$ cat config.mk
export PLATFORM = sky130hd
export DESIGN_NAME = fpu_uni2sp_pack_flat
export DESIGN_NICKNAME = d
export VERILOG_FILES = /design/src/rtl/fpu_uni2sp_pack_if.sv /design/src/rtl/fpu_uni2sp_pack.sv /design/src/flat_wrapper.sv
export SDC_FILE = /design/constraint.sdc
export NUM_CORES = 1
export LEC_CHECK = 0
export ABC_AREA = 1
export BUFFER_PORTS_ARGS = -buffer_cell sky130_fd_sc_hd__buf_2
export CAP_MARGIN = 20
export CORE_UTILIZATION = 31
export DETAILED_ROUTE_END_ITERATION = 7
export PLACE_DENSITY = 0.51
export SYNTH_ARGS = -nofsm -noshare
export SYNTH_HDL_FRONTEND = slang
export SYNTH_SLANG_ARGS = --single-unit
$ cat constraint.sdc
create_clock -name clk -period 2.46 [get_ports clk]
set_input_delay 0.492 -clock clk [delete_from_list [all_inputs] [get_ports clk]]
set_output_delay 0.492 -clock clk [all_outputs]
set_load 0.005 [all_outputs]
$ cat src/rtl/fpu_uni2sp_pack_if.sv
// fpu_uni2sp_pack_if: operand/result handshake bundle for the unified-to-single packer
interface fpu_uni2sp_pack_if;
  logic        din_uni_y_sgn;
  logic [5:0]  din_uni_y_exp;
  logic [21:0] din_uni_y_man_dn;
  logic        din_valid;
  logic        din_ready;
  logic [31:0] dout_sp;
  logic        dout_valid;
  logic        dout_ready;
  logic        busy;
  modport master (
    output din_uni_y_sgn, din_uni_y_exp, din_uni_y_man_dn, din_valid, dout_ready,
    input  din_ready, dout_sp, dout_valid, busy
  );
  modport slave (
    input  din_uni_y_sgn, din_uni_y_exp, din_uni_y_man_dn, din_valid, dout_ready,
    output din_ready, dout_sp, dout_valid, busy
  );
endinterface

$ cat src/rtl/fpu_uni2sp_pack.sv
// fpu_uni2sp_pack: normalises a unified-format FPALU result over several cycles and packs it as IEEE single
module fpu_uni2sp_pack #(
  parameter int UNI_BIAS   = 31,
  parameter int SP_BIAS    = 127,
  parameter int SHIFT_STEP = 4
) (
  input logic                clk,
  input logic                rst_n,
  fpu_uni2sp_pack_if.slave   bus
);
  localparam logic [8:0] BIAS_D = 9'(SP_BIAS - UNI_BIAS);
  localparam logic [8:0] STEP9  = 9'(SHIFT_STEP);
  typedef enum logic [1:0] {IDLE, NORM, DONE} state_t;
  state_t      state;
  logic        s;
  logic [8:0]  e;
  logic [21:0] m;
  logic [31:0] sp_q;
  logic        v_q;
  logic        top_zero;
  assign top_zero       = (m >> (22 - SHIFT_STEP)) == '0;
  assign bus.din_ready  = state == IDLE;
  assign bus.busy       = state != IDLE;
  assign bus.dout_sp    = sp_q;
  assign bus.dout_valid = v_q;
  // capture operand, shift the lead bit up to m[21] in coarse then fine steps, hold result until taken
  always_ff @(posedge clk or negedge rst_n) begin
    if (!rst_n) begin
      state <= IDLE;
      s     <= 1'b0;
      e     <= '0;
      m     <= '0;
      sp_q  <= '0;
      v_q   <= 1'b0;
    end else begin
      case (state)
        IDLE: if (bus.din_valid) begin
          s     <= bus.din_uni_y_sgn;
          m     <= bus.din_uni_y_man_dn;
          e     <= {3'b000, bus.din_uni_y_exp} + BIAS_D;
          state <= NORM;
        end
        NORM: if (m == '0) begin
          sp_q  <= {s, 31'b0};
          v_q   <= 1'b1;
          state <= DONE;
        end else if (m[21]) begin
          sp_q  <= {s, e[7:0], m[20:0], 2'b00};
          v_q   <= 1'b1;
          state <= DONE;
        end else if (top_zero && e > STEP9) begin
          m <= m << SHIFT_STEP;
          e <= e - STEP9;
        end else if (e > 9'd1) begin
          m <= m << 1;
          e <= e - 9'd1;
        end else begin
          sp_q  <= {s, 31'b0};
          v_q   <= 1'b1;
          state <= DONE;
        end
        DONE: if (bus.dout_ready) begin
          v_q   <= 1'b0;
          state <= IDLE;
        end
        default: state <= IDLE;
      endcase
    end
  end
endmodule

$ cat src/flat_wrapper.sv
// flat-port wrapper written by rule: the top's interface ports become plain ports
module fpu_uni2sp_pack_flat 
#(
  parameter int UNI_BIAS   = 31,
  parameter int SP_BIAS    = 127,
  parameter int SHIFT_STEP = 4
)
  (clk, rst_n, bus_din_uni_y_sgn, bus_din_uni_y_exp, bus_din_uni_y_man_dn, bus_din_valid, bus_dout_ready, bus_din_ready, bus_dout_sp, bus_dout_valid, bus_busy);
  fpu_uni2sp_pack_if bus_i ();
  input logic clk;
  input logic rst_n;
  input wire logic [$bits(bus_i.din_uni_y_sgn)-1:0] bus_din_uni_y_sgn;
  input wire logic [$bits(bus_i.din_uni_y_exp)-1:0] bus_din_uni_y_exp;
  input wire logic [$bits(bus_i.din_uni_y_man_dn)-1:0] bus_din_uni_y_man_dn;
  input wire logic [$bits(bus_i.din_valid)-1:0] bus_din_valid;
  input wire logic [$bits(bus_i.dout_ready)-1:0] bus_dout_ready;
  output wire logic [$bits(bus_i.din_ready)-1:0] bus_din_ready;
  output wire logic [$bits(bus_i.dout_sp)-1:0] bus_dout_sp;
  output wire logic [$bits(bus_i.dout_valid)-1:0] bus_dout_valid;
  output wire logic [$bits(bus_i.busy)-1:0] bus_busy;
  assign bus_i.din_uni_y_sgn = bus_din_uni_y_sgn;
  assign bus_i.din_uni_y_exp = bus_din_uni_y_exp;
  assign bus_i.din_uni_y_man_dn = bus_din_uni_y_man_dn;
  assign bus_i.din_valid = bus_din_valid;
  assign bus_i.dout_ready = bus_dout_ready;
  assign bus_din_ready = bus_i.din_ready;
  assign bus_dout_sp = bus_i.dout_sp;
  assign bus_dout_valid = bus_i.dout_valid;
  assign bus_busy = bus_i.busy;
  fpu_uni2sp_pack #(.UNI_BIAS(UNI_BIAS), .SP_BIAS(SP_BIAS), .SHIFT_STEP(SHIFT_STEP)) u_core (.clk(clk), .rst_n(rst_n), .bus(bus_i));
endmodule
==> summary.md <==
| Metric | Value |
|---|---|
| Vias | between 3000 and 4000 |
| Resize count post-CTS | 0 |
| Leakage power | between 2 and 3 nW |
| CTS Buffer Depth | 2 |
| CTS root buf | clkbuf_16 |
| Remaining DRCs | 0 |
| Max Cap Viol | 0 |
| H-tree levels | 3 |
| Critical path's slowest cell | dfrtp_1 |
| Vias in the first global route | 3743 |
| Crit-path cells | inv_1, ha_1, nand3_1, nor2_4, nor2_8, nand2_4, nand2_4, nand2_2, nand2_2, buf_12, nand2_1, o21ai_1 |
| Antenna Nets Post-Route | 0 |
| Pre-antenna DRT Iters | 4 |
| Post-CTS Hold Fix Bufs | 0 |
| Adder-cell share of the synthesized area | ~1.5% |
| Slew HR | between 60% and 70% |
| CP Launch Point | u_core.e[3]$_DFFE_PN0P_ |
| Most frequent cells in the layout | nand2_1, nand3_1, buf_2, dfrtp_1, o21ai_1 |
| Unrepaired setup endpoints after global routing | false |
| Syn Inst Count | about 570 |
| DP Cell Count | around 780 |
| Crit-path max FO | 47 |
| Num rows | between 40 and 50 |
| Placer Congestion | just over 0.9 |
| Final #Nets | 659 |
| Cell family with most CP delay | simple AND/OR/NAND/NOR gates |
| Area delta synth->final | 18.3% |
| Total grt overflow | 0 |
| Pwr Total | around 6.5 mW |
| Slowest Stage Delay on Critical Path | 0.44 ns |
| Data arrival, critical path | between 2 and 2.5 ns |
| Max VDD drop | 531 uV |
| Core Footprint | about 0.013 sq mm |
| Synthesized-area fraction occupied by xor and xnor cells | 1.08% |
| DRT iter0 DRCs | between 200 and 300 |
| Port Buf Inserts | 65 |
| Final hold violation count | 0 |
| Worst Tran Pin Value | about 0.6 ns |
| Clk_lat worst skew | approximately 0.33 ns |
| Number of CTS-inserted buffers | 9 |
| Layout cells sized above 1 | between 20% and 30% |
| Final setup fails | 0 |
| DPL Wire Length | about 8000 microns |
| Maximum clock frequency | approximately 0.47 GHz |
| Synth Cell Area | roughly 0.0041 sq mm |
| Fin. max-slew vios | 0 |
| Post-Synth Simple-Gate Area | between 40% and 50% |
| Mux cell area share after synthesis | 0% |
| Top cells by area, synth | dfrtp_1, nand2_1, nand3_1 |
| Status | completed |
| Die Y | ~120 microns |
| Final WL | between 10000 and 15000 microns |
| Largest area contributor in the netlist | dfrtp_1 |
| First-pass GRT wire length | roughly 19000 microns |
| Synth cell types | 29 |
| Initial antenna violation count | 0 |
| Critical Path Sink Type | register |
| CTS tree | yes |
| Syn avg cell area | 7.18 sq um |
| Hold WS | approximately 0.16 ns |
| GRT Total Usage | roughly 18% |
| TNS Setup | 0 ns |
| Initial core utilization | ~32% |
| Final min period | 2.13 ns |
| Clock sink total | 65 |
| Share of the synthesized area in the top cell type | 40.1% |
| Vias/cell | approximately 4.7 |
| Register area share after synthesis | between 40% and 50% |
| # Post-CTS Setup Buffers | 0 |
| Critical path startpoint category | register |
| Final Util | 37.9% |
| Fillers | around 1400 |
| Reg-to-reg critical path startpoint | u_core.e[3]$_DFFE_PN0P_ |
| Largest family of logic cells by synthesized area | simple AND/OR/NAND/NOR gates |
| Die area | between 0.01 and 0.015 sq mm |
| Yosys warning count | 0 |
| # IOs | 68 |
| PwrDens | ~1400 mW/mm^2 |
| CP bufs+invs | 2 |
| Non-Filler Instances | roughly 800 |
| Ant. Diodes | 0 |
| Commonest non-fill, non-tap cell in the layout | nand2_1 |
| Final period util | between 80% and 90% |
| Worst Path Required | between 2 and 3 ns |
| Clk_skew | 0.00585 ns |
| Largest net degree at the start of global routing | 48 |
| Yosys reg bits | 65 |
| WS Path Type | register to register |
| Routed len/inst | around 14 microns |
| Die X | around 120 microns |
| Hold Path Class | primary input to asynchronous set/reset pin |
| Compound-Gate Fraction of Synth Area | roughly 4.9% |
| Clk slew on worst S/H paths | around 0.05 ns |
==> routing by layer <==
layer,wire length (microns),GRT usage [%],up-vias,share of wire (%)
li1,-,-,1915,-
met1,5650,27.0,1752,50
met4,169,6.24,0,1.5
met5,0,0,-,0
met3,593,3.17,13,5.3
met2,4780,26.6,95,43
==> path summary, 6_finish.rpt <==
check	cells past startpoint	slack [ns]	end
max	12	0.33	u_core.bus.dout_sp[3]$_DFFE_PN0P_
min	1	0.16	u_core.e[5]$_DFFE_PN0P_
max reg2reg	12	0.33	u_core.bus.dout_sp[3]$_DFFE_PN0P_
min reg2reg	2	0.47	u_core.bus.dout_sp[31]$_DFFE_PN0P_
max in group asynchronous	2	1.67	u_core.s$_DFFE_PN0P_
min in group clk	2	0.36	u_core.state[1]$_DFFE_PN0P_
==> registers in the layout, indices dropped and copies added (netlist names) <==
register               count
u_core.bus.dout_valid      1
u_core.bus.dout_sp        30
u_core.state               2
u_core.e                   9
u_core.s                   1
u_core.m                  22
==> logic make-up after synthesis <==
logic type                 after synthesis
xor gates and xnor gates                 5
and+or+nand+nor                        389
adders and majority gates                5
AOI/OAI and AO/OA                       39
other                                    1
buffers and inverters                   61
DFF                                     65
==> synth_stat cells <==
cell	number
xor2_1	5
dfrtp_1	65
nand3_1	79
inv_2	3
nand2_4	4
nor2_2	3
nor2_4	4
nand4_1	1
buf_8	1
buf_6	2
nand2_1	236
buf_4	10
nor2_1	23
o21ai_1	30
nor2_8	1
nor3_1	1
nand2_2	6
nand3_2	12
ha_1	5
nand4_4	1
and2_0	3
buf_2	11
o21ai_0	6
a31oi_1	3
conb_1	1
or2_2	2
nand3b_1	13
clkbuf_1	10
inv_1	24
==> layout make-up <==
| cell class | count | area, sq um | area share (%) |
|---|---|---|---|
| multi-input combinational | 440 | 2130 | 44.3 |
| sequential | 65 | 1630 | 33.9 |
| timing repair buffer | 78 | 460 | 9.59 |
| clock buffer | 11 | 253 | 5.26 |
| tap | 172 | 215 | 4.48 |
| inverter | 27 | 101 | 2.11 |
| clock inverter | 3 | 17.5 | 0.365 |
==> power by group <==
| group | leakage [nW] | switching [mW] | internal, mW | total (mW) |
|---|---|---|---|---|
| registers | 0.837 | 0.490 | 1.51 | 2.00 |
| logic | 1.58 | 2.13 | 1.23 | 3.35 |
| clock network | 0.133 | 0.458 | 0.721 | 1.18 |
| total | 2.55 | 3.08 | 3.45 | 6.53 |
==> stage by stage <==
step	area (sq um)	worst slack [ns]
after floorplan	4060	0.745
after global placement	4530	0.384
after detailed placement	4530	0.328
after CTS	4800	0.312
after global routing	4800	0.146
final	4800	0.333
(Power assumes the default switching activity.)
